### src/rtl/uc_multiciclo_if.sv
// Control/status bundle between the multicycle control unit and its datapath.
// The control unit connects through the slave modport, the datapath through the master.
interface uc_multiciclo_if #(
  parameter int ALU_CTRL_W = 3
);
  logic [6:0]            op;
  logic [2:0]            f3;
  logic [6:0]            f7;
  logic                  zero;
  logic                  mem_ready;
  logic                  pcWrite;
  logic                  adrSrc;
  logic                  memWrite;
  logic                  irWrite;
  logic [1:0]            resultSrc;
  logic [1:0]            aluSrcA;
  logic [1:0]            aluSrcB;
  logic [1:0]            immSrc;
  logic                  regWrite;
  logic [ALU_CTRL_W-1:0] aluControl;
  logic                  illegal_op;
  logic [3:0]            state;

  modport slave (
    input  op, f3, f7, zero, mem_ready,
    output pcWrite, adrSrc, memWrite, irWrite, resultSrc, aluSrcA, aluSrcB,
           immSrc, regWrite, aluControl, illegal_op, state
  );

  modport master (
    output op, f3, f7, zero, mem_ready,
    input  pcWrite, adrSrc, memWrite, irWrite, resultSrc, aluSrcA, aluSrcB,
           immSrc, regWrite, aluControl, illegal_op, state
  );
endinterface

### src/rtl/uc_multiciclo.sv
// Multicycle RISC-V control unit: Moore FSM plus ALU, immediate and branch decoders.
// Define UC_BRANCH_EXT_EN to add bne (f3=001) and reject other branch funct3 codes.
module uc_multiciclo #(
  parameter int ALU_CTRL_W    = 3,
  parameter bit MEM_HANDSHAKE = 1'b1
) (
  input  logic           clk,
  input  logic           rst_n,
  uc_multiciclo_if.slave bus
);

  typedef enum logic [3:0] {
    S_FETCH    = 4'd0,
    S_DECODE   = 4'd1,
    S_MEMADR   = 4'd2,
    S_MEMREAD  = 4'd3,
    S_MEMWB    = 4'd4,
    S_MEMWRITE = 4'd5,
    S_EXECUTER = 4'd6,
    S_ALUWB    = 4'd7,
    S_EXECUTEI = 4'd8,
    S_JAL      = 4'd9,
    S_BEQ      = 4'd10
  } state_t;

  localparam logic [6:0] OP_LOAD   = 7'd3;
  localparam logic [6:0] OP_ITYPE  = 7'd19;
  localparam logic [6:0] OP_STORE  = 7'd35;
  localparam logic [6:0] OP_RTYPE  = 7'd51;
  localparam logic [6:0] OP_BRANCH = 7'd99;
  localparam logic [6:0] OP_JAL    = 7'd111;

  state_t                state_q;
  state_t                state_d;
  logic                  mem_rdy_s;
  logic                  branch_f3_ok_s;
  logic                  op_legal_s;
  logic                  taken_s;
  logic                  pc_update_s;
  logic                  branch_s;
  logic                  adr_src_s;
  logic                  mem_write_s;
  logic                  ir_write_s;
  logic                  reg_write_s;
  logic                  illegal_s;
  logic [1:0]            result_src_s;
  logic [1:0]            alu_src_a_s;
  logic [1:0]            alu_src_b_s;
  logic [1:0]            alu_op_s;
  logic [1:0]            imm_src_s;
  logic [2:0]            alu_ctrl3_s;
  logic [ALU_CTRL_W-1:0] alu_control_s;
  logic                  f7_unused_s;

  assign mem_rdy_s   = MEM_HANDSHAKE ? bus.mem_ready : 1'b1;
  assign f7_unused_s = ^{bus.f7[6], bus.f7[4:0]};

`ifdef UC_BRANCH_EXT_EN
  assign branch_f3_ok_s = (bus.f3 == 3'b000) || (bus.f3 == 3'b001);
`else
  assign branch_f3_ok_s = 1'b1;
`endif

  // Opcode legality as seen by DECODE.
  always_comb begin
    case (bus.op)
      OP_LOAD, OP_STORE, OP_RTYPE, OP_ITYPE, OP_JAL: op_legal_s = 1'b1;
      OP_BRANCH:                                     op_legal_s = branch_f3_ok_s;
      default:                                       op_legal_s = 1'b0;
    endcase
  end

  // State register; reset drops straight back to FETCH without waiting for clk.
  always_ff @(posedge clk or negedge rst_n) begin
    if (!rst_n) begin
      state_q <= S_FETCH;
    end else begin
      state_q <= state_d;
    end
  end

  // Next-state logic.
  always_comb begin
    state_d = S_FETCH;
    case (state_q)
      S_FETCH: begin
        if (mem_rdy_s) state_d = S_DECODE;
        else           state_d = S_FETCH;
      end
      S_DECODE: begin
        if (!op_legal_s) begin
          state_d = S_FETCH;
        end else begin
          case (bus.op)
            OP_LOAD, OP_STORE: state_d = S_MEMADR;
            OP_RTYPE:          state_d = S_EXECUTER;
            OP_ITYPE:          state_d = S_EXECUTEI;
            OP_JAL:            state_d = S_JAL;
            OP_BRANCH:         state_d = S_BEQ;
            default:           state_d = S_FETCH;
          endcase
        end
      end
      S_MEMADR: begin
        if (bus.op == OP_LOAD)       state_d = S_MEMREAD;
        else if (bus.op == OP_STORE) state_d = S_MEMWRITE;
        else                         state_d = S_FETCH;
      end
      S_MEMREAD: begin
        if (mem_rdy_s) state_d = S_MEMWB;
        else           state_d = S_MEMREAD;
      end
      S_MEMWB:    state_d = S_FETCH;
      S_MEMWRITE: begin
        if (mem_rdy_s) state_d = S_FETCH;
        else           state_d = S_MEMWRITE;
      end
      S_EXECUTER: state_d = S_ALUWB;
      S_EXECUTEI: state_d = S_ALUWB;
      S_ALUWB:    state_d = S_FETCH;
      S_JAL:      state_d = S_ALUWB;
      S_BEQ:      state_d = S_FETCH;
      default:    state_d = S_FETCH;
    endcase
  end

  // Per-state control outputs; anything not set by a state stays 0.
  always_comb begin
    pc_update_s  = 1'b0;
    branch_s     = 1'b0;
    adr_src_s    = 1'b0;
    mem_write_s  = 1'b0;
    ir_write_s   = 1'b0;
    reg_write_s  = 1'b0;
    illegal_s    = 1'b0;
    result_src_s = 2'b00;
    alu_src_a_s  = 2'b00;
    alu_src_b_s  = 2'b00;
    alu_op_s     = 2'b00;
    case (state_q)
      S_FETCH: begin
        alu_src_b_s  = 2'b10;
        result_src_s = 2'b10;
        ir_write_s   = mem_rdy_s;
        pc_update_s  = mem_rdy_s;
      end
      S_DECODE: begin
        alu_src_a_s = 2'b01;
        alu_src_b_s = 2'b01;
        illegal_s   = ~op_legal_s;
      end
      S_MEMADR: begin
        alu_src_a_s = 2'b10;
        alu_src_b_s = 2'b01;
      end
      S_MEMREAD: begin
        adr_src_s = 1'b1;
      end
      S_MEMWB: begin
        result_src_s = 2'b01;
        reg_write_s  = 1'b1;
      end
      S_MEMWRITE: begin
        adr_src_s   = 1'b1;
        mem_write_s = 1'b1;
      end
      S_EXECUTER: begin
        alu_src_a_s = 2'b10;
        alu_op_s    = 2'b10;
      end
      S_EXECUTEI: begin
        alu_src_a_s = 2'b10;
        alu_src_b_s = 2'b01;
        alu_op_s    = 2'b10;
      end
      S_ALUWB: begin
        reg_write_s = 1'b1;
      end
      S_JAL: begin
        alu_src_a_s = 2'b01;
        alu_src_b_s = 2'b10;
        pc_update_s = 1'b1;
      end
      S_BEQ: begin
        alu_src_a_s = 2'b10;
        alu_op_s    = 2'b01;
        branch_s    = 1'b1;
      end
      default: begin
        pc_update_s = 1'b0;
      end
    endcase
  end

  // Branch condition, evaluated live on the ALU zero flag.
  always_comb begin
`ifdef UC_BRANCH_EXT_EN
    case (bus.f3)
      3'b000:  taken_s = bus.zero;
      3'b001:  taken_s = ~bus.zero;
      default: taken_s = 1'b0;
    endcase
`else
    taken_s = bus.zero;
`endif
  end

  // Immediate format select from the opcode.
  always_comb begin
    case (bus.op)
      OP_LOAD, OP_ITYPE: imm_src_s = 2'b00;
      OP_STORE:          imm_src_s = 2'b01;
      OP_BRANCH:         imm_src_s = 2'b10;
      OP_JAL:            imm_src_s = 2'b11;
      default:           imm_src_s = 2'b00;
    endcase
  end

  // ALU decoder; op[5] separates R-type sub from I-type addi.
  always_comb begin
    case (alu_op_s)
      2'b00: alu_ctrl3_s = 3'b000;
      2'b01: alu_ctrl3_s = 3'b001;
      2'b10: begin
        case (bus.f3)
          3'b000: begin
            if (bus.op[5] && bus.f7[5]) alu_ctrl3_s = 3'b001;
            else                        alu_ctrl3_s = 3'b000;
          end
          3'b010:  alu_ctrl3_s = 3'b101;
          3'b110:  alu_ctrl3_s = 3'b011;
          3'b111:  alu_ctrl3_s = 3'b010;
          default: alu_ctrl3_s = 3'b000;
        endcase
      end
      default: alu_ctrl3_s = 3'b000;
    endcase
  end

  // Widen the 3-bit ALU code; upper bits are always zero.
  always_comb begin
    alu_control_s      = {ALU_CTRL_W{1'b0}};
    alu_control_s[2:0] = alu_ctrl3_s;
  end

  // Write enables are masked by rst_n so nothing fires while reset is held.
  assign bus.pcWrite    = rst_n & (pc_update_s | (branch_s & taken_s));
  assign bus.memWrite   = rst_n & mem_write_s;
  assign bus.irWrite    = rst_n & ir_write_s;
  assign bus.regWrite   = rst_n & reg_write_s;
  assign bus.illegal_op = rst_n & illegal_s;
  assign bus.adrSrc     = adr_src_s;
  assign bus.resultSrc  = result_src_s;
  assign bus.aluSrcA    = alu_src_a_s;
  assign bus.aluSrcB    = alu_src_b_s;
  assign bus.immSrc     = imm_src_s;
  assign bus.aluControl = alu_control_s;
  assign bus.state      = state_q;

endmodule

### src/flat_wrapper.sv
// flat-port wrapper written by rule: the top's interface ports become plain ports
module uc_multiciclo_flat 
#(
  parameter int ALU_CTRL_W    = 3,
  parameter bit MEM_HANDSHAKE = 1'b1
)
  (clk, rst_n, bus_op, bus_f3, bus_f7, bus_zero, bus_mem_ready, bus_pcWrite, bus_adrSrc, bus_memWrite, bus_irWrite, bus_resultSrc, bus_aluSrcA, bus_aluSrcB, bus_immSrc, bus_regWrite, bus_aluControl, bus_illegal_op, bus_state);
  uc_multiciclo_if #(.ALU_CTRL_W(ALU_CTRL_W)) bus_i ();
  input  logic clk;
  input  logic rst_n;
  input wire logic [$bits(bus_i.op)-1:0] bus_op;
  input wire logic [$bits(bus_i.f3)-1:0] bus_f3;
  input wire logic [$bits(bus_i.f7)-1:0] bus_f7;
  input wire logic [$bits(bus_i.zero)-1:0] bus_zero;
  input wire logic [$bits(bus_i.mem_ready)-1:0] bus_mem_ready;
  output wire logic [$bits(bus_i.pcWrite)-1:0] bus_pcWrite;
  output wire logic [$bits(bus_i.adrSrc)-1:0] bus_adrSrc;
  output wire logic [$bits(bus_i.memWrite)-1:0] bus_memWrite;
  output wire logic [$bits(bus_i.irWrite)-1:0] bus_irWrite;
  output wire logic [$bits(bus_i.resultSrc)-1:0] bus_resultSrc;
  output wire logic [$bits(bus_i.aluSrcA)-1:0] bus_aluSrcA;
  output wire logic [$bits(bus_i.aluSrcB)-1:0] bus_aluSrcB;
  output wire logic [$bits(bus_i.immSrc)-1:0] bus_immSrc;
  output wire logic [$bits(bus_i.regWrite)-1:0] bus_regWrite;
  output wire logic [$bits(bus_i.aluControl)-1:0] bus_aluControl;
  output wire logic [$bits(bus_i.illegal_op)-1:0] bus_illegal_op;
  output wire logic [$bits(bus_i.state)-1:0] bus_state;
  assign bus_i.op = bus_op;
  assign bus_i.f3 = bus_f3;
  assign bus_i.f7 = bus_f7;
  assign bus_i.zero = bus_zero;
  assign bus_i.mem_ready = bus_mem_ready;
  assign bus_pcWrite = bus_i.pcWrite;
  assign bus_adrSrc = bus_i.adrSrc;
  assign bus_memWrite = bus_i.memWrite;
  assign bus_irWrite = bus_i.irWrite;
  assign bus_resultSrc = bus_i.resultSrc;
  assign bus_aluSrcA = bus_i.aluSrcA;
  assign bus_aluSrcB = bus_i.aluSrcB;
  assign bus_immSrc = bus_i.immSrc;
  assign bus_regWrite = bus_i.regWrite;
  assign bus_aluControl = bus_i.aluControl;
  assign bus_illegal_op = bus_i.illegal_op;
  assign bus_state = bus_i.state;
  uc_multiciclo #(.ALU_CTRL_W(ALU_CTRL_W), .MEM_HANDSHAKE(MEM_HANDSHAKE)) u_core (.clk(clk), .rst_n(rst_n), .bus(bus_i));
endmodule
### config.mk
export PLATFORM = sky130hd
export DESIGN_NAME = uc_multiciclo_flat
export DESIGN_NICKNAME = d
export VERILOG_FILES = /design/src/rtl/uc_multiciclo_if.sv /design/src/rtl/uc_multiciclo.sv /design/src/flat_wrapper.sv
export SDC_FILE = /design/constraint.sdc
export NUM_CORES = 1
export LEC_CHECK = 0
export CAP_MARGIN = 20
export CORE_MARGIN = 3
export CORE_UTILIZATION = 23
export CTS_BUF_LIST = sky130_fd_sc_hd__clkbuf_4 sky130_fd_sc_hd__clkbuf_8
export CTS_CLUSTER_DIAMETER = 150
export DETAILED_ROUTE_END_ITERATION = 8
export PLACE_DENSITY = 0.6
export SLEW_MARGIN = 40
export SYNTH_ARGS = -nofsm -noshare
export SYNTH_HDL_FRONTEND = slang
export SYNTH_SLANG_ARGS = --single-unit
export TNS_END_PERCENT = 1
### constraint.sdc
create_clock -name clk -period 1.9 [get_ports clk]
set_input_delay 0.19 -clock clk [delete_from_list [all_inputs] [get_ports clk]]
set_output_delay 0.19 -clock clk [all_outputs]
set_load 0.02 [all_outputs]
==> results of run 1 <==
-- area by class of cell --
type	count	area [µm²]	area share (%)
clock buffer	3	22.5	1.74
inverter	8	30.0	2.31
multi-input combinational	73	573	44.2
sequential	4	100	7.71
tap	30	37.5	2.89
timing repair buffer	66	534	41.2
-- cells by family (layout without fill, tap and decap cells) --
logic type | after synthesis | after routing | synth area share, %
compound gates | 17 | 17 | 18.6
fa+ha+maj | 3 | 3 | 5.42
mux | 1 | 1 | 1.55
flops | 4 | 4 | 15.5
buf+inv | 12 | 77 | 9.09
simple gates | 49 | 49 | 45.8
xor+xnor | 3 | 3 | 4.06
-- stage by stage --
stage,hold WS [ns],utilization [%],TNS (ns)
2_1_floorplan,-0.106,-,-0.0857
3_3_place_gp,0.544,49.1,-1.73
3_5_place_dp,0.546,49.1,-1.94
4_1_cts,0.301,49.5,-0.0888
5_1_grt,0.297,50.5,-0.178
6_report,0.309,50.5,-0.0131
-- where the power goes --
part | switching [W] | internal (W)
Sequential | 0.00000464 | 0.0000892
Combinational | 0.000111 | 0.000113
Clock | 0.0000311 | 0.0000704
-- worst register-to-register path, cell delays in order (launching register included) --
cell	delay (ns)
dfrtp_1	0.36
buf_4	0.14
buf_6	0.14
nand2b_1	0.17
buf_4	0.17
o32ai_1	0.22
a31oi_1	0.08
o211ai_1	0.16
-- cell usage in the layout (no fill, tap or decap), drive strengths merged, types with 3 or more instances in the layout --
| cell type | count |
|---|---|
| buf | 38 |
| clkdlybuf4s50 | 18 |
| inv | 8 |
| nand2b | 7 |
| nor2 | 7 |
| clkbuf | 7 |
| dlygate4sd2 | 6 |
| nor3 | 6 |
| nand2 | 6 |
| and3 | 6 |
| nor4 | 5 |
| a31oi | 4 |
| dfrtp | 4 |
| nand3 | 3 |
| a211oi | 3 |
| a21oi | 3 |
-- per-layer routing --
layer	wire length [µm]	part of all wire (%)
met1	951	41
met3	134	5.8
met2	1210	52
met4	21	0.91
met5	0	0
-- worst max-delay path by stage --
stage / depth (start not counted) / startpoint / to
3_3_place_gp: 7 / u_core.bus.state[1] / bus_aluControl[2]
2_1_floorplan: 6 / u_core.bus.state[1] / bus_aluControl[2]
3_5_place_dp: 7 / u_core.bus.state[1] / bus_aluControl[2]
4_1_cts: 7 / u_core.bus.state[1] / bus_aluControl[2]
6_report: 7 / u_core.bus.state[1] / bus_aluControl[2]
5_1_grt: 7 / u_core.bus.state[1] / bus_aluControl[2]
-- repair_timing --
item,in CTS,in global routing
setup endpoints to repair,17,11
pin swaps,1,2
gates resized for setup,43,20
==> run summary, run 1 <==
=====================================================================================
Status                                                                   finished, violations left
Violations in the final reports                                          negative setup slack
Dominant cells by area after synthesis                                   dfrtp_1 15%, nand2b_1 6.8%, and3_1 5.8%
Number of antenna cells inserted                                                    0
Synth-to-layout area growth                                                      101%
Area share of the largest cell type after synthesis                             15.5%
Met2 Resource Use GR                                                            23.5%
Most instantiated cells after synthesis                                  7 x inv_1, 7 x nand2b_1, 7 x nor2_1, 6 x and3_1, 6 x nand2_1
Number of enable flip-flop cells after synthesis                                    0
Worst supply voltage drop on vdd                                           0.000215 V
Critical path fanouts, max                                                          2
Cells on worst reg2reg path                                                         7
Number of unique standard cell types used by synthesis                             35
Clk Latency, worst-skew pair                                                  0.23 ns
Synthesized area per cell                                                    7.27 µm²
Maximum count of clock buffers along a single path                                  2
Number of synthesis warnings                                                        0
Max Slew Vio Count                                                                  0
Fin. Hold Viols                                                                     0
Number of storage elements in the synthesis netlist                                 4
Critical path buffers and inverters                                                 2
Max frequency                                                                 523 MHz
Synthesized Nets                                                                  112
Initial antenna violation count                                                     0
Proportion of synthesized chip area in sequential cells                         15.5%
Placement row count                                                                18
Number of flip-flops under the largest register name                                4
Crit path largest cell delay                                                  0.36 ns
Cells after synthesis                                                              89
Share of synthesized registers carrying an async set or reset                    100%
Count of TritonRoute iterations in the first routing pass                           4
Library cell used as clock root buffer                                       clkbuf_4
Clock Skews                                                                0.00163 ns
Final setup violating endpoints                                                     1
Met1 track demand over resource                                                 16.7%
Via count of the first global-routing pass                                        909
Final worst-path cycle share                                                     101%
Kind of cell adding the most delay to the critical path                  simple AND/OR/NAND/NOR gates
Average wire per cell in the routed design                                    12.6 µm
Top FF cell, synth                                                            dfrtp_1
Power per cell area                                                        324 nW/µm²
Number of nets in the layout                                                      179
Post-CTS Hold Fix Bufs                                                              0
Number of vias in the routed layout                                               902
Aggregate global-route resource usage                                           13.7%
Arrival time worst endpoint                                                   1.72 ns
DRC violations left                                                                 0
Standby leakage power                                                        0.600 nW
First-pass GRT wire length                                                    3.72 mm
Die X-Extent                                                                  59.0 µm
Maxcap violations                                                                   0
Critical Path Source Type                                                        flop
Final critical delay including setup and external delays                      1.91 ns
Hold/Removal Path Class                                                  input pin to asynchronous set/reset pin
Initial Utilization                                                             25.2%
Required time of the critical path                                            1.71 ns
Cells along the critical path                                            nand2b_1, nand2b_4, a21oi_4, inv_2, ha_4, nor4_4, buf_4
Crit-path slowest cell                                                        dfrtp_1
Height of the die                                                             59.0 µm
Fraction of final layout cells sized beyond drive strength 1                    40.9%
Total congestion overflow after global routing                                      0
Fill cell total of the finished layout                                            248
Setup ws final                                                             -0.0131 ns
Num ports                                                                          42
Setup Crit Path Kind                                                     flop to output port
Placed insts                                                                      181
Core region area                                                             2570 µm²
Number of buffers added on ports                                                   35
HPWL after DPL                                                                1.92 mm
Type of destination of the critical path                                  output port
Total Power                                                                0.000420 W
Number of buffers created by CTS                                                    3
Cell type contributing the most total cell area after synthesis               dfrtp_1
Worst setup slack after placement                                           -0.370 ns
CTS sink cnt                                                                        4
Launch instance of the worst register-to-register path                   u_core.bus.state[1]
Antenna viol nets, final                                                            0
RSZ-0062 raised after global routing                                              yes
Crit Reg-Reg Endpoint                                                    u_core.bus.state[2]
DIE AREA                                                                     3480 µm²
Slew margin rel.                                                                73.7%
Post-synthesis instance area                                                  647 µm²
# H-tree levels                                                                     1
Maximum number of pins on one net before global-route repair                       17
# Post-CTS Setup Buffers                                                            0
Clock-pin slew on the worst setup and hold paths                              0.04 ns
Clock tree from TritonCTS                                                       built
M3 GR Usage                                                                     3.27%
Cell Area, Placed                                                            1260 µm²
Final Routed Wirelength                                                       2.32 mm
Vias per Instance                                                                4.90
Finished layout cell area                                                    1300 µm²
Worst slew pin tran                                                          0.390 ns
Count of routing violations after the opening detailed-route iteration             13
Final instance count without filler cells                                         184
Placer congestion estimate                                                      0.775
Layer carrying the most global-route usage                                       met2
Reg-to-reg setup timing slack                                                 0.39 ns
=====================================================================================
Power figures use the tool's default switching activity.
==> run 2: changes to the inputs <==
--- a/config.mk
+++ b/config.mk
@@ -5,11 +5,12 @@
 export SDC_FILE = /design/constraint.sdc
 export NUM_CORES = 1
 export LEC_CHECK = 0
-export CAP_MARGIN = 20
+export CAP_MARGIN = 5
 export CORE_MARGIN = 3
 export CORE_UTILIZATION = 23
 export CTS_BUF_LIST = sky130_fd_sc_hd__clkbuf_4 sky130_fd_sc_hd__clkbuf_8
 export CTS_CLUSTER_DIAMETER = 150
+export CTS_CLUSTER_SIZE = 14
 export DETAILED_ROUTE_END_ITERATION = 8
 export PLACE_DENSITY = 0.6
 export SLEW_MARGIN = 40
==> results of run 2 <==
Same layout as run 1: the final DEF is identical, and so are final timing and power.
==> run 3: changes to the inputs <==
--- a/config.mk
+++ b/config.mk
@@ -6,7 +6,7 @@
 export NUM_CORES = 1
 export LEC_CHECK = 0
 export CAP_MARGIN = 5
-export CORE_MARGIN = 3
+export CORE_MARGIN = 5
 export CORE_UTILIZATION = 23
 export CTS_BUF_LIST = sky130_fd_sc_hd__clkbuf_4 sky130_fd_sc_hd__clkbuf_8
 export CTS_CLUSTER_DIAMETER = 150
==> run 3 against run 2 <==
  * Global-route usage shrank 1.2 points
  * Fmax decreased by 2.0%
  * Power rose by 5.1%
  * The flow still finishes with violations (negative setup slack)
  * Cell count increased by 1.6%
  * Cell area grew 1.3%
  * First-iteration DRC count rose to 2.7 times the previous value
  * Clock skew grew 0.0024 ns
  * Flip-flop and latch count is the same
  * Combinational power grew 5%
==> run summary, run 3 (synthesized netlist as in run 1, its figures left out) <==
=====================================================================================
Maximum number of pins on one net before global-route repair                       15   was 17
Portion of total power attributed to sequential cells                           21.2%   was 22.4%
Number of antenna cells inserted                                                    0   unchanged
Num ports                                                                          42   unchanged
Combinational fraction of design power                                          53.3%   was 53.5%
DRC violations left                                                                 0   unchanged
RSZ-0062 raised after global routing                                              yes   unchanged
Critical Path Source Type                                                        flop   unchanged
Switching Fraction                                                              36.0%   was 35.1%
Clock power share                                                               25.5%   was 24.2%
Clock-pin slew on the worst setup and hold paths                              0.04 ns   about the same
Antenna viol nets, final                                                            0   unchanged
HPWL after DPL                                                                1.88 mm   was 1.92 mm
Status                                                                   finished, violations left   unchanged
Core region area                                                             2730 µm²   was 2570 µm²
Violations in the final reports                                          negative setup slack   unchanged
Leading cell type in the layout, fill and taps excluded                         buf_4   unchanged
Final worst-path cycle share                                                     103%   was 101%
Power per cell area                                                        336 nW/µm²   was 324 nW/µm²
Cells along the critical path                                            nand2b_1, nand2b_4, a21oi_2, inv_1, ha_4, nor4_4, buf_4   was nand2b_1, nand2b_4, a21oi_4, inv_2, ha_4, nor4_4, buf_4
Int Pwr                                                                    0.000283 W   was 0.000273 W
Critical path buffers and inverters                                                 2   unchanged
Hold/Removal Path Class                                                  input pin to asynchronous set/reset pin   unchanged
Crit path depth                                                                     7   unchanged
Initial Utilization                                                             23.7%   was 25.2%
Final setup violating endpoints                                                     1   unchanged
Number of buffers created by CTS                                                    3   unchanged
Kind of cell adding the most delay to the critical path                  simple AND/OR/NAND/NOR gates   unchanged
Number of nets in the layout                                                      181   was 179
Total Negative Setup Slacks                                                -0.0529 ns   was -0.0131 ns
Type of destination of the critical path                                  output port   unchanged
Count of TritonRoute iterations in the first routing pass                           3   was 4
Final instance count without filler cells                                         187   was 184
Aggregate global-route resource usage                                           12.5%   was 13.7%
First-pass GRT wire length                                                    4.11 mm   was 3.72 mm
Crit Reg-Reg Endpoint                                                    u_core.bus.state[2]   unchanged
Die X-Extent                                                                  63.0 µm   was 59.0 µm
Required time of the critical path                                            1.71 ns   about the same
Worst supply voltage drop on vdd                                           0.000301 V   was 0.000215 V
Final Routed Wirelength                                                       2.36 mm   was 2.32 mm
Reg-to-reg setup timing slack                                                 0.33 ns   was 0.39 ns
Number of vias in the routed layout                                               917   was 902
Height of the die                                                             63.0 µm   was 59.0 µm
Placer congestion estimate                                                      0.764   was 0.775
Placed insts                                                                      184   was 181
Destination of the critical timing path                                  bus_aluControl[2]   unchanged
Most frequent cells in the layout                                        40 x buf_4, 18 x clkdlybuf4s50_1, 7 x inv_1   was 34 x buf_4, 18 x clkdlybuf4s50_1, 6 x inv_1, 6 x nand2b_1, 6 x dlygate4sd2_1
# H-tree levels                                                                     1   unchanged
Arrival time worst endpoint                                                   1.76 ns   was 1.72 ns
DIE AREA                                                                     3970 µm²   was 3480 µm²
Clk Latency, worst-skew pair                                                  0.24 ns   was 0.23 ns
Vias per Instance                                                                4.90   about the same
Average wire per cell in the routed design                                    12.6 µm   about the same
Critical path fanouts, max                                                          2   unchanged
Worst slew pin tran                                                          0.355 ns   was 0.390 ns
Fin. Hold Viols                                                                     0   unchanged
Count of routing violations after the opening detailed-route iteration             35   was 13
Max frequency                                                                 512 MHz   was 523 MHz
Fraction of final layout cells sized beyond drive strength 1                    41.7%   was 40.9%
Setup ws final                                                             -0.0529 ns   was -0.0131 ns
Number of buffers added on ports                                                   35   unchanged
Synth-to-layout area growth                                                      103%   was 101%
Crit-path slowest cell                                                        dfrtp_1   unchanged
Total congestion overflow after global routing                                      0   unchanged
Placement row count                                                                19   was 18
Maxcap violations                                                                   0   unchanged
Post-CTS Hold Fix Bufs                                                              0   unchanged
Cells on worst reg2reg path                                                         7   unchanged
Number of flip-flops under the largest register name                                4   unchanged
Crit path largest cell delay                                                  0.37 ns   was 0.36 ns
Library cell used as clock root buffer                                       clkbuf_4   unchanged
Setup Crit Path Kind                                                     flop to output port   unchanged
Initial antenna violation count                                                     0   unchanged
Standby leakage power                                                        0.608 nW   was 0.600 nW
Launch instance of the worst register-to-register path                   u_core.bus.state[1]   unchanged
Maximum count of clock buffers along a single path                                  2   unchanged
Critical path startpoint                                                 u_core.bus.state[1]   unchanged
Worst hold slack                                                             0.292 ns   was 0.309 ns
Slew margin rel.                                                                76.1%   was 73.7%
# Post-CTS Setup Buffers                                                            0   unchanged
Clock Skews                                                                0.00404 ns   was 0.00163 ns
Max Slew Vio Count                                                                  0   unchanged
Switching power total                                                      0.000159 W   was 0.000147 W
Clock tree from TritonCTS                                                       built   unchanged
Final critical delay including setup and external delays                      1.95 ns   was 1.91 ns
CTS sink cnt                                                                        4   unchanged
Via count of the first global-routing pass                                        947   was 909
=====================================================================================
-- run 3: worst min-delay path by stage --
stage / cells after the start / to / start
floorplan: 0 / u_core.bus.state[0] / rst_n
global placement: 2 / u_core.bus.state[2] / rst_n
detailed placement: 2 / u_core.bus.state[3] / rst_n
CTS: 2 / u_core.bus.state[2] / rst_n
global route: 2 / u_core.bus.state[2] / rst_n
finish: 2 / u_core.bus.state[0] / rst_n
-- run 3: cell type report --
cell class	count	area, µm²
clock buffer	3	22.5
fill	281	1420
inverter	8	30.0
multi-input combinational	73	567
sequential	4	100
tap	31	38.8
timing repair buffer	68	556
-- run 3: metal layers --
| metal | vias up | share of wire, % | wire, µm | GRT usage (%) |
|---|---|---|---|---|
| met5 | - | 0 | 0 | 0 |
| met1 | 432 | 44 | 1030 | 14.7 |
| met2 | 22 | 50 | 1180 | 21.0 |
| met3 | 2 | 6.0 | 141 | 5.58 |
| met4 | 0 | 0.63 | 15 | 2.39 |
| li1 | 461 | - | - | - |
-- run 3: repair_timing --
| item | in CTS | in global routing |
|---|---|---|
| pin swaps | 0 | 3 |
| hold endpoints to repair | 0 | 0 |
| setup endpoints to repair | 17 | 11 |
| resized for setup | 49 | 18 |
-- run 3: power by group through the flow --
stage | combinational [W] | sequential (W) | clock, W
6_report | 0.000235 | 0.0000936 | 0.000113
2_1_floorplan | 0.0000944 | 0.000101 | 0
3_5_place_dp | 0.000242 | 0.0000940 | 0
5_1_grt | 0.000256 | 0.0000942 | 0.000122
4_1_cts | 0.000233 | 0.0000933 | 0.000117
3_3_place_gp | 0.000239 | 0.0000942 | 0
-- run 3: per-stage QoR --
stage	util [%]	setup slack (ns)	total power, W	area (µm²)
floorplan	-	-0.0603	0.000195	668
global placement	46.7	-0.327	0.000334	1280
detailed placement	46.7	-0.366	0.000336	1280
CTS	47.6	-0.0731	0.000442	1300
global route	48.1	-0.137	0.000472	1310
finish	48.1	-0.0529	0.000441	1310
